==> config.mk <==
export PLATFORM = sky130hd
export DESIGN_NAME = fifo_wr_arbiter
export DESIGN_NICKNAME = d
export VERILOG_FILES = /design/src/rtl/fifo_arb_pkg.sv /design/src/rtl/rr_pick.sv /design/src/rtl/fifo_wr_arbiter.sv
export SDC_FILE = /design/constraint.sdc
export NUM_CORES = 1
export LEC_CHECK = 0
export BUFFER_PORTS_ARGS = -buffer_cell sky130_fd_sc_hd__buf_2
export CORE_UTILIZATION = 42
export DETAILED_ROUTE_END_ITERATION = 10
export MAX_ROUTING_LAYER = met4
export PLACE_DENSITY = 0.79
export SYNTH_ARGS = -nofsm -noshare
export SYNTH_HDL_FRONTEND = slang
export SYNTH_SLANG_ARGS = --single-unit
==> constraint.sdc <==
create_clock -name wclk -period 2.65 [get_ports wclk]
set_input_delay 0.265 -clock wclk [delete_from_list [all_inputs] [get_ports wclk]]
set_output_delay 0.265 -clock wclk [all_outputs]
set_load 0.005 [all_outputs]
==> src/rtl/fifo_arb_pkg.sv <==
// Shared definitions for the FIFO write-port arbiter: state encoding and burst counter width.
package fifo_arb_pkg;

  typedef enum logic {
    IDLE  = 1'b0,
    BURST = 1'b1
  } state_e;

  localparam int BCNT_W = 4;

endpackage : fifo_arb_pkg

==> src/rtl/rr_pick.sv <==
// Round-robin search: first set request bit after 'last', wrapping. Purely combinational.
module rr_pick #(
  parameter int NREQ = 4
) (
  input  logic [NREQ-1:0]         req,
  input  logic [$clog2(NREQ)-1:0] last,
  output logic                    found,
  output logic [$clog2(NREQ)-1:0] idx
);

  localparam int IW = $clog2(NREQ);

  int cand;

  // NOTE: every output of this block gets a default before the loop, so no path leaves a value held (no latch).
  always_comb begin
    found = 1'b0;
    idx   = '0;
    cand  = 0;
    for (int k = 1; k <= NREQ; k++) begin
      cand = (int'(last) + k) % NREQ;
      if (!found && req[cand[IW-1:0]]) begin
        found = 1'b1;
        idx   = cand[IW-1:0];
      end
    end
  end

endmodule : rr_pick

==> src/rtl/fifo_wr_arbiter.sv <==
// Round-robin burst arbiter in front of an async FIFO write port.
// Optional words-written counter enabled by defining FIFO_WR_ARB_STATS_EN.
module fifo_wr_arbiter
  import fifo_arb_pkg::*;
#(
  parameter int DSIZE     = 8,
  parameter int NREQ      = 4,
  parameter int MAX_BURST = 4
) (
  input  logic                    wclk,
  input  logic                    wrst_n,
  input  logic [NREQ-1:0]         req,
  input  logic [NREQ*DSIZE-1:0]   req_data,
  output logic [NREQ-1:0]         gnt,
  output logic [DSIZE-1:0]        wdata,
  output logic                    winc,
  input  logic                    wfull,
  output logic [$clog2(NREQ)-1:0] owner,
  output logic [15:0]             stat_words
);

  localparam int IW = $clog2(NREQ);

  state_e            state_q, state_d;
  logic [IW-1:0]     owner_q, owner_d;
  logic [IW-1:0]     last_q, last_d;
  logic [BCNT_W-1:0] cnt_q, cnt_d, cnt_inc;

  logic              pick_found;
  logic [IW-1:0]     pick_idx;
  logic              accept;
  logic [DSIZE-1:0]  owner_word;

  rr_pick #(
    .NREQ(NREQ)
  ) u_rr_pick (
    .req  (req),
    .last (last_q),
    .found(pick_found),
    .idx  (pick_idx)
  );

  always_comb begin
    owner_word = '0;
    for (int i = 0; i < NREQ; i++) begin
      if (owner_q == IW'(i)) owner_word = req_data[i*DSIZE +: DSIZE];
    end
  end

  assign accept  = (state_q == BURST) && req[owner_q] && !wfull;
  assign cnt_inc = cnt_q + BCNT_W'(1);

  always_comb begin
    state_d = state_q;
    owner_d = owner_q;
    last_d  = last_q;
    cnt_d   = cnt_q;
    case (state_q)
      IDLE: begin
        if (pick_found) begin
          owner_d = pick_idx;
          cnt_d   = '0;
          state_d = BURST;
        end
      end
      BURST: begin
        // A full FIFO stalls in place: the owner keeps the grant and nothing is counted.
        if (!req[owner_q]) begin
          state_d = IDLE;
          last_d  = owner_q;
        end else if (accept) begin
          cnt_d = cnt_inc;
          if (cnt_inc == BCNT_W'(MAX_BURST)) begin
            state_d = IDLE;
            last_d  = owner_q;
          end
        end
      end
      default: state_d = IDLE;
    endcase
  end

  // Outputs decode only registered state, so clearing state_q in reset kills winc in the same cycle.
  always_comb begin
    gnt   = '0;
    winc  = 1'b0;
    wdata = '0;
    if (state_q == BURST) begin
      wdata = owner_word;
      if (accept) begin
        winc         = 1'b1;
        gnt[owner_q] = 1'b1;
      end
    end
  end

  // NOTE: state registers use non-blocking assignment and the asynchronous active-low reset.
  always_ff @(posedge wclk or negedge wrst_n) begin
    if (!wrst_n) begin
      state_q <= IDLE;
      owner_q <= '0;
      last_q  <= IW'(NREQ - 1);
      cnt_q   <= '0;
    end else begin
      state_q <= state_d;
      owner_q <= owner_d;
      last_q  <= last_d;
      cnt_q   <= cnt_d;
    end
  end

  assign owner = owner_q;

`ifdef FIFO_WR_ARB_STATS_EN
  logic [15:0] stat_q, stat_d;

  always_comb begin
    stat_d = stat_q;
    if (winc && stat_q != 16'hFFFF) stat_d = stat_q + 16'd1;
  end

  always_ff @(posedge wclk or negedge wrst_n) begin
    if (!wrst_n) stat_q <= '0;
    else         stat_q <= stat_d;
  end

  assign stat_words = stat_q;
`else
  assign stat_words = 16'd0;
`endif

endmodule : fifo_wr_arbiter
Yosys cells after proc, flatten, opt, wreduce, memory -nomap -nowiden
Cells that the tools add are included.

Add/sub/neg operators: 5. $mul: 0. Div/mod/pow operators: 0. $lt $le $gt $ge: 6. Equal/unequal tests: 9. Shift-type cells: 0. Muxes and demuxes: 41. Bitwise logic cells: 1. Reductions and logical operators: 14.

Operator list (count): 8-bit two-way mux (5); 4-bit two-way mux (5); 1-bit two-way mux (16); 2-bit by 3-bit < comparator with 1-bit output, second input constant (5); 2-bit two-way mux (7); 1-bit binary-select mux with 2-bit select (5); 4-bit one-hot mux with 2 select lines (1); 1-bit logical AND (6); 2-bit by 1-bit inequality test with 1-bit output, second input constant (3); 3-bit AND reduction (2); 2-bit by 1-bit adder with 2-bit output, second input constant (2); 2-bit adder, second input constant (2); 4-bit by 1-bit adder with 4-bit output, second input constant (1); 2-bit == test, second input constant (2); 4-bit by 3-bit == test with 1-bit output, second input constant (1); 1-bit logical NOT (4); 2-bit inequality test, second input constant (2); 1-bit demux with 2-bit select (1); 2-bit by 1-bit == test with 1-bit output, second input constant (1); 2-bit by 1-bit >= comparator with 1-bit output, second input constant (1); 2-bit logical NOT (1); 1-bit one-hot mux with 2 select lines (1); 2-bit AND reduction (1); 1-bit NOT (1).

Flip-flop bits (word level): 9. Bits in latches: 0. Bits in writable memories: 0. Bits in read-only memories: 0. Bits of input ports: 39. Output and inout bits: 31. Word-level logic and storage cells: 80. Memories: 0.

Depth between registers and ports, before layout
Gate-level depths: netlist of run 1.

Depth in word-level cells: 15. Gate-level depth with buffers: 5.

Modules after synthesis
A second synthesis of run 1 with hierarchy kept.

Cell total of the unflattened synthesis: 120. Area, all modules: 1119.8 um^2.

By module, submodules not included: fifo_wr_arbiter (instances 1, cells each 106, area an instance 1028.5 um^2, seq. area each 227.7 um^2); rr_pick (instances 1, cells each 14, area an instance 91.3 um^2, seq. area each 0.0 um^2).

Worst setup path before layout of run 1
No wires, ideal clock.

Kind: register to output. Start point: register owner_q[0], in the netlist owner[0]. End point: output wdata[5]. Data arrival time: 1.362 ns. Data required time: 2.385 ns. Slack: 1.023 ns. Stages on the path, launching flop included: 5. Path buffers: 2. Path through: dfrtp_1 -> buf_6 -> buf_2 -> mux4_2 -> and2_1.

Word-level cells in the longest chain between the ends: 6. Elaborated cells on any way between the ends: 9. Classes of those cells: eq/ne: 3; mux: 5; reduce/logical: 1.

RTL lines: from (decl) (RTL line fifo_wr_arbiter.sv:25) `logic [IW-1:0] owner_q, owner_d;`; from (signal assigned) (RTL line fifo_wr_arbiter.sv:106) `owner_q <= owner_d;`; 2-bit logical NOT (RTL line fifo_wr_arbiter.sv:46) `if (owner_q == IW'(i)) owner_word = req_data[i*DSIZE +: DSIZE];`; 8-bit two-way mux (3 in series) (RTL line fifo_wr_arbiter.sv:46); 8-bit two-way mux * (RTL line fifo_wr_arbiter.sv:46); 8-bit two-way mux * (RTL line fifo_wr_arbiter.sv:88) `if (state_q == BURST) begin`; to (decl) (RTL line fifo_wr_arbiter.sv:15) `output logic [DSIZE-1:0] wdata,`.

Mark *: on every way between the ends. The rest lies on a longest branch, timed or not.

Final worst setup path of run 1
Start point: register owner_q[0], in the netlist owner[0]. End point: output winc.

Word-level cells in the longest chain between the ends: 6.

RTL lines: 1-bit binary-select mux with 2-bit select (RTL line fifo_wr_arbiter.sv:50) `assign accept = (state_q == BURST) && req[owner_q] && !wfull;`; 1-bit two-way mux (implied by the code) (RTL line fifo_wr_arbiter.sv:50); 1-bit logical AND (2 in series) (RTL line fifo_wr_arbiter.sv:50); 1-bit two-way mux (RTL line fifo_wr_arbiter.sv:90) `if (accept) begin`; 1-bit two-way mux (RTL line fifo_wr_arbiter.sv:88); to (decl) (RTL line fifo_wr_arbiter.sv:16) `output logic winc,`.

Every way passes these cells. The select of a mux whose other input is x is not followed.

==> results of run 1 <==
==> synthesized netlist by cell type <==
master     number  area (sq um)
nand2_1         9         33.78
and2_1          9         56.30
mux2i_1         2         20.02
nor3_1          3         15.01
mux4_2          5         112.6
buf_1           1         3.750
o211a_1         1         10.01
nand4_1         3         18.77
nand2b_1        1         6.260
dfrtp_1         7         175.2
o21ai_0         1         5.000
clkinv_1        1         3.750
dfstp_2         2         52.55
a21o_1          2         15.01
conb_1          1         3.750
mux4_1          4         105.1
nor4b_1         1         8.760
nor4_2          1         12.51
and3b_1         3         26.28
and4_1          1         8.760
o2111ai_1       3         26.28
nor2_1          3         11.26
nor2b_1         4         25.02
a21oi_1         2         10.01
o21ai_1         2         10.01
a22o_1          1         8.760
nand3_2         2         20.02
clkbuf_1        2         7.510
ha_1            2         25.02
and3_1          2         12.51
inv_1           2         7.510
o31ai_1         1         7.510
o21bai_1        1         7.510
a31oi_1         2         12.51
nand4b_1        1         8.760
a2bb2oi_1       1         8.760
o22ai_1         1         6.260
buf_4          16         120.1
buf_6           2         22.52
buf_2           3         15.01
nand3_1         4         20.02
o211ai_1        4         30.03
o41a_1          1         11.26
xor2_1          1         8.760
==> stage by stage <==
stage	worst slack [ns]	hold WS (ns)	area [sq um]	instances
global route	0.3488	0.3821	1370	201
detailed placement	0.7208	0.1338	1334	196
floorplan	1.023	-0.03059	1192	136
global placement	0.7495	0.1276	1334	196
finish	0.4417	0.3600	1370	201
CTS	0.4197	0.3578	1370	201
==> layout make-up <==
class | count | area, sq um
sequential | 9 | 227.7
multi-input combinational | 100 | 784.5
timing repair buffer | 55 | 282.8
inverter | 3 | 11.26
clock buffer | 4 | 26.28
fill | 242 | 1152
tap | 30 | 37.54
==> cell families after synthesis <==
| family | count (synthesis) |
|---|---|
| and+or+nand+nor | 47 |
| buffers and inverters | 27 |
| AOI/OAI and AO/OA | 23 |
| muxes | 11 |
| DFF | 9 |
| adders and majority gates | 2 |
| other | 1 |
| xor gates and xnor gates | 1 |
==> report_power, final <==
group	internal, mW	switching [mW]
sequential	0.207	0.191
clock	0.0581	0.0517
combinational	0.366	0.248
total	0.631	0.491
==> how the worst max path moves through the flow <==
stage                to  slack (ns)  depth (start not counted)
2_1_floorplan  wdata[5]        1.02                          4
3_3_place_gp   wdata[3]        0.75                          4
3_5_place_dp   wdata[3]        0.72                          4
4_1_cts        wdata[3]        0.42                          4
5_1_grt        wdata[3]        0.35                          4
6_report           winc        0.44                          3
==> per-layer routing <==
metal / up-vias / part of all wire, %
met3: 2 / 11
met2: 62 / 51
li1: 525 / -
met4: 0 / 0.49
met1: 522 / 38
met5: - / 0
==> worst max-delay path: cells and delay by family (launching register included) <==
kind / cells / cell delay (ns)
buffers and inverters: 1 / 0.12
DFF: 1 / 0.64
muxes: 1 / 0.69
and+or+nand+nor: 1 / 0.23
==> state kept, by name, indices dropped and copies added (netlist names) <==
register / count
owner: 2
last_q: 2
state_q: 1
cnt_q: 4
==> run summary, run 1 <==
The root buffer cell chosen for the clock tree is clkbuf_4. The slowest stage of the critical path belongs to the cell mux4_2. Of the total synthesized cell area, the portion taken by AND, OR, NAND and NOR gates is 25.00%. The post-layout net count is 213. The multiplexer share of the synthesized area is 20.93%. After global routing the overflow that remains totals 0. The worst setup slack for register-to-register paths came out at 0.84 ns. Port buffering added 53 buffers. The number of warning messages in the yosys log came out at 0.

Setup repair after global routing left no endpoint under its margin. The largest net degree at the start of global routing is 32. Counting I/O delays and the setup requirement, the final critical path takes 2.208 ns. Measured along the x axis, the die boundary spans 54.01 microns.

The top cell types in the final layout, fill and taps aside, are buf_2 (53), conb_1 (16), and2_1 (9), nand2_1 (9), dfrtp_1 (7). The signal on the critical path passes through mux4_2, and3_1, buf_2. Adding up every negative setup slack in the final design gives 0 ns.

Dividing the final minimum period by the clock period gives 83.33%. The synthesized instance count is 121. The initialized floorplan defines 18 standard-cell rows. The count of distinct cell types in the synthesized netlist came out at 44.

The weighted congestion at the end of routability-driven global placement came out at 0.8831. The number of levels in the clock H-tree came out at 1. The number of failing hold endpoints at the final stage is 0. At the worst endpoint, the arrival time is 1.94 ns. The via count of the first global-routing pass came out at 931. The total global-route track usage is 18.32%. The critical path is of the reg2out type. The wire-length estimate of the detail-placed layout is 2239 microns. For this run, global-route usage on met1 was measured as 17.95%. Once the floorplan was initialized, standard cells occupied 45.04% of the core. The number of failing setup endpoints in the final timing report is 0.

The antenna diode instance count came out at 0. The worst pin sits at a relative slew slack of 45.61%. The total routed wirelength is 2840 microns.

The count of cells along the worst register-to-register path came out at 3. The die covers 2917 sq um. The clock edge transition at the registers on the reported setup and hold paths is 0.07 ns. The worst path required time came out at 2.38 ns.

A synthesized cell averages 9.389 sq um. The start point of the critical path is owner[0]. The endpoint identified for the worst register-to-register timing path is cnt_q[1]. VDD sags by at most 572.6 uV.

The synthesized netlist devotes 14.87% of its cell area to compound gates. The core box area came out at 2522 sq um. The flow ran to the end, and the final reports show no timing, DRC or antenna violations. After clock tree synthesis, the setup repair step added 0 buffers. The number of buffers added by the clock tree synthesis step came out at 3. Using the TritonRoute via totals, the vias-per-cell ratio works out to 5.527. Summing the areas of all xor and xnor instances in the mapped netlist gives 0.7709% of the synthesized area. In this run, synthesis produced a sequential element count of 9. The count of clock tree sinks came out at 9. The share of synthesized cell area in full adder, half adder and majority cells came out at 2.203%. In this run the most used layer during global routing was met2.

The sum of internal, switching and leakage power is 1.122 mW. After detailed routing, the number of remaining DRC violations is 0. The largest stage delay on the critical path is 0.69 ns. The later-pin clock latency in the skew report is 0.26 ns.

The worst hold path stage count came out at 3. The post-synthesis sequential area ratio came out at 20.04%. The first global-routing pass estimated 3767 microns of wire. The cts-stage hold buffer count came out at 1.

In this run the critical register-to-register path is launched from owner[0]. In this run the most critical hold path is launched from req[3]. The initial antenna violation count is 0.

The final core utilization is 54.32%. Across the routed clock network, the largest skew measured is 0.006104 ns. The area growth from synthesis to layout is 20.59%.

The number of design-rule violations left by the first detailed-router iteration came out at 20. The share of final-layout standard cells stronger than drive strength 1 came out at 39.18%. The main combinational cell family by area after synthesis is simple AND/OR/NAND/NOR gates. The remaining number of nets flagged by the antenna check after routing is 0.

The die height came out at 54.01 microns. The first detailed-routing pass took 4 iterations. TritonCTS built the clock tree. The synthesized netlist occupies a cell area of 1136 sq um. Summed over all cells, the static leakage comes to 0.7078 nW. The maximum clock path buffer count came out at 2. The detail-routed net length per standard cell came out at 14.13 microns. The worst setup path is launched from a flop. After clock tree synthesis, the repair step resized 0 gates. The number of maximum-capacitance constraint violations is 0. STA classifies the critical path endpoint as an output pin. The hold path endpoint is owner[1]. The highest attainable clock frequency came out at 452.8 MHz. The power density normalized to cell area is 819.1 nW/um^2. The slew at the pin with the worst max-slew slack came out at 0.8158 ns. The largest fanout on the critical path is 13.

The met2 track demand over resource is 36.21%. The final-report max-slew violation count is 0. The met3 layer usage reported by global route is 3.107%.

In this run the count of I/O pins placed on the die edge is 70. Leaving out fill and tap cells, the most frequent cell in the layout is buf_2. The worst min-delay path class is in2reg. The routed layout has 1111 vias.
Note: power is estimated with default switching activity, not from simulation.
==> inputs of run 2 (changes only) <==
--- a/config.mk
+++ b/config.mk
@@ -6,10 +6,10 @@
 export NUM_CORES = 1
 export LEC_CHECK = 0
 export BUFFER_PORTS_ARGS = -buffer_cell sky130_fd_sc_hd__buf_2
-export CORE_UTILIZATION = 42
+export CORE_UTILIZATION = 39
 export DETAILED_ROUTE_END_ITERATION = 10
 export MAX_ROUTING_LAYER = met4
-export PLACE_DENSITY = 0.79
+export PLACE_DENSITY = 0.77
 export SYNTH_ARGS = -nofsm -noshare
 export SYNTH_HDL_FRONTEND = slang
 export SYNTH_SLANG_ARGS = --single-unit
==> constraint.sdc (replaced) <==
create_clock -name wclk -period 2 [get_ports wclk]
set_input_delay 0.2 -clock wclk [delete_from_list [all_inputs] [get_ports wclk]]
set_output_delay 0.2 -clock wclk [all_outputs]
set_load 0.005 [all_outputs]
==> run 2 against run 1 <==
Compared with the run above:
- combinational power rose by 64%
- sequential cell count stayed put
- design area rose by 3.8%
- critical endpoint is now wdata[4]
- critical path depth is 1 higher
- highest routed layer unchanged
- largest power group unchanged
==> run summary, run 2 (synthesis results as in run 1) <==
The initial core utilization came out at 41.20% (-3.8 points). The detailed placer's ending HPWL was 2300 microns (+2.7%). The number of buffers added by the clock tree synthesis step is 3 (unchanged). The later-pin clock latency in the skew report came out at 0.27 ns (about the same). The post-place instance area was 1380 sq um (+3.5%). The ratio of final minimum period to clock period is 93.75%. The weighted congestion at the end of routability-driven global placement is 0.8413 (-4.7%). The standard cell with the maximum stage delay on the critical path is mux4_1.

The layout overhead on the synthesized area came out at 25.22%. The combined area of the multi-input logic cells came out at 784.5 sq um (unchanged). The final core utilization is 51.59% (-2.7 points). The number of failing setup endpoints in the final timing report was 0 (unchanged).

The remaining number of nets flagged by the antenna check after routing is 0 (unchanged). The power density normalized to cell area is 1117 nW/um^2 (+36%). The met3 layer usage reported by global route came out at 2.791% (-0.32 points). The met2 track demand over resource came to 30.27% (-5.9 points).

The maximum clock path buffer count was 2 (unchanged). The total global-route track usage is 19.26% (+0.94 points). The number of flip-flops under the largest register name is 4 (unchanged). The arrival time of the worst setup path is 1.68 ns (-0.26 ns).

The placement row count is 19 (+1). The flow ran to the end, and the final reports show no timing, DRC or antenna violations. The final period demand of the worst path is 1.875 ns.

The worst min-delay path class is in2reg. The number of levels in the clock H-tree is 1 (unchanged). The overall via count from detail_route is 1132 (+1.9%). The core box area is 2758 sq um (+9.3%). The initial antenna violation count came out at 0 (unchanged). The first-pass GRT wire length is 4636 microns (+23%). The die height came out at 55.97 microns (+3.6%). The final-report max-slew violation count came out at 0 (unchanged). The largest fanout on the critical path is 6 (-7). Walking the worst path, the cells encountered are buf_4, mux4_1, and2_1, buf_2. The library cell used most frequently in the layout, excluding fill and tap cells, is buf_2. The met1 usage in global routing came out at 25.41% (+7.5 points). The number of detailed-routing iterations run before antenna repair is 4 (unchanged).

The sum of internal, switching and leakage power is 1.589 mW (+42%). The busiest metal layer after global routing is met2. The detail-routed net length per standard cell is 14.11 microns (-0.17%). Setup repair after global routing left no endpoint under its margin. The number of fill cells came out at 258 (+6.6%).

The number of cells after detailed placement is 203 (+3.6%). Clock tree synthesis selected as its root buffer the cell clkbuf_4. The post-layout instance area came out at 1423 sq um (+3.8%). The worst path required time came out at 1.80 ns (-0.58 ns).

The number of primary I/O pins is 70 (unchanged). The footprint of the flip-flops and latches is 229.0 sq um (+0.55%). The worst IR drop on VDD is 563.6 uV (-1.6%).

The number of design-rule violations left by the first detailed-router iteration is 51 (+160%). The total routed wirelength was 2948 microns (+3.8%). The via count of the first global-routing pass came out at 1003 (+7.7%).

The clock edge transition at the registers on the reported setup and hold paths came out at 0.06 ns (about the same). The routed via count divided by cell count came to 5.416 (-2.0%). The share of final-layout standard cells stronger than drive strength 1 came out at 42.13% (+3.0 points).

The count of non-filler cells in the finished layout is 209 (+4.0%). The clock tree skew after final layout came to 0.007373 ns (+0.001269 ns). Timing would allow up to 533.3 MHz. The summed negative setup slack over all endpoints is 0 ns (unchanged).

The worst setup path is of the reg2out kind. The total DRC errors in the routed layout came to 0 (unchanged). The number of buffers inserted by port buffering came out at 53 (unchanged). The number of maximum-capacitance constraint violations came out at 0 (unchanged). The largest register by flop count is cnt_q. The count of clock tree sinks is 9 (unchanged). TritonCTS built the clock tree. The largest stage delay on the critical path came out at 0.54 ns (-0.15 ns). The element type at the critical path end is an output pin. The post-layout net count came to 220 (+3.3%). The reported leakage power is 0.7402 nW (+4.6%). The startpoint class of the critical path is a flop. In the layout the commonest cells are buf_2 (53), conb_1 (16), and2_1 (9), nand2_1 (9), buf_4 (7). The width of the die is 55.97 microns (+3.6%). The number of failing hold endpoints at the final stage was 0 (unchanged). The largest net degree at the start of global routing is 16 (-50%). The overall overflow remaining after global route was 0 (unchanged). The antenna diode instance count is 0 (unchanged). The area enclosed by the die boundary was 3133 sq um (+7.4%).
[run 2: where the power goes]
part	internal (mW)	leakage, nW	switching (mW)	total (mW)
Clock	0.0770	0.0150	0.0660	0.143
Combinational	0.553	0.617	0.453	1.01
Sequential	0.280	0.108	0.160	0.440
[run 2: path summary, 6_finish.rpt]
path | startpoint | to | slack [ns] | cells past startpoint
setup / recovery | owner[0] | wdata[4] | 0.12 | 4
hold / removal | req[3] | owner[1] | 0.30 | 3
setup reg to reg | owner[1] | last_q[1] | 0.47 | 4
hold reg to reg | last_q[0] | last_q[0] | 0.58 | 2
max in group asynchronous | wrst_n | last_q[0] | 1.43 | 2
min in group asynchronous | wrst_n | cnt_q[3] | 0.31 | 2
[run 2: layer usage]
metal | wire, microns | part of all wire (%)
met1 | 1325 | 45
met4 | 38 | 1.3
met5 | 0 | 0
met3 | 226 | 7.7
met2 | 1357 | 46
[run 2: worst max-delay path: cells and delay by family (launching register included)]
| kind | cells | cell delay (ns) |
|---|---|---|
| flops | 1 | 0.42 |
| buf+inv | 2 | 0.29 |
| mux | 1 | 0.54 |
| simple gates | 1 | 0.17 |
[run 2: cell type report]
| cell class | instances | share of cell area [%] |
|---|---|---|
| clock buffer | 4 | 1.847 |
| tap | 31 | 2.726 |
| timing repair buffer | 62 | 23.39 |
| multi-input combinational | 100 | 55.15 |
| sequential | 9 | 16.10 |
| inverter | 3 | 0.7916 |
[run 2: metrics by stage]
step                      hold WS, ns  setup WS (ns)
after floorplan              -0.09559         0.4377
after global placement        0.06333         0.3199
after detailed placement      0.06926         0.2744
after CTS                      0.2933        0.07412
after global routing           0.3373        0.04884
final                          0.2984         0.1249
[run 2: what timing repair did]
item / CTS / global route
resized for setup: 1 / 0
pin swaps: 0 / 0
endpoints found under the hold margin: 7 / 0
hold buffers: 1 / 0
endpoints found under the setup margin: 7 / 1
setup buffers: 0 / 1
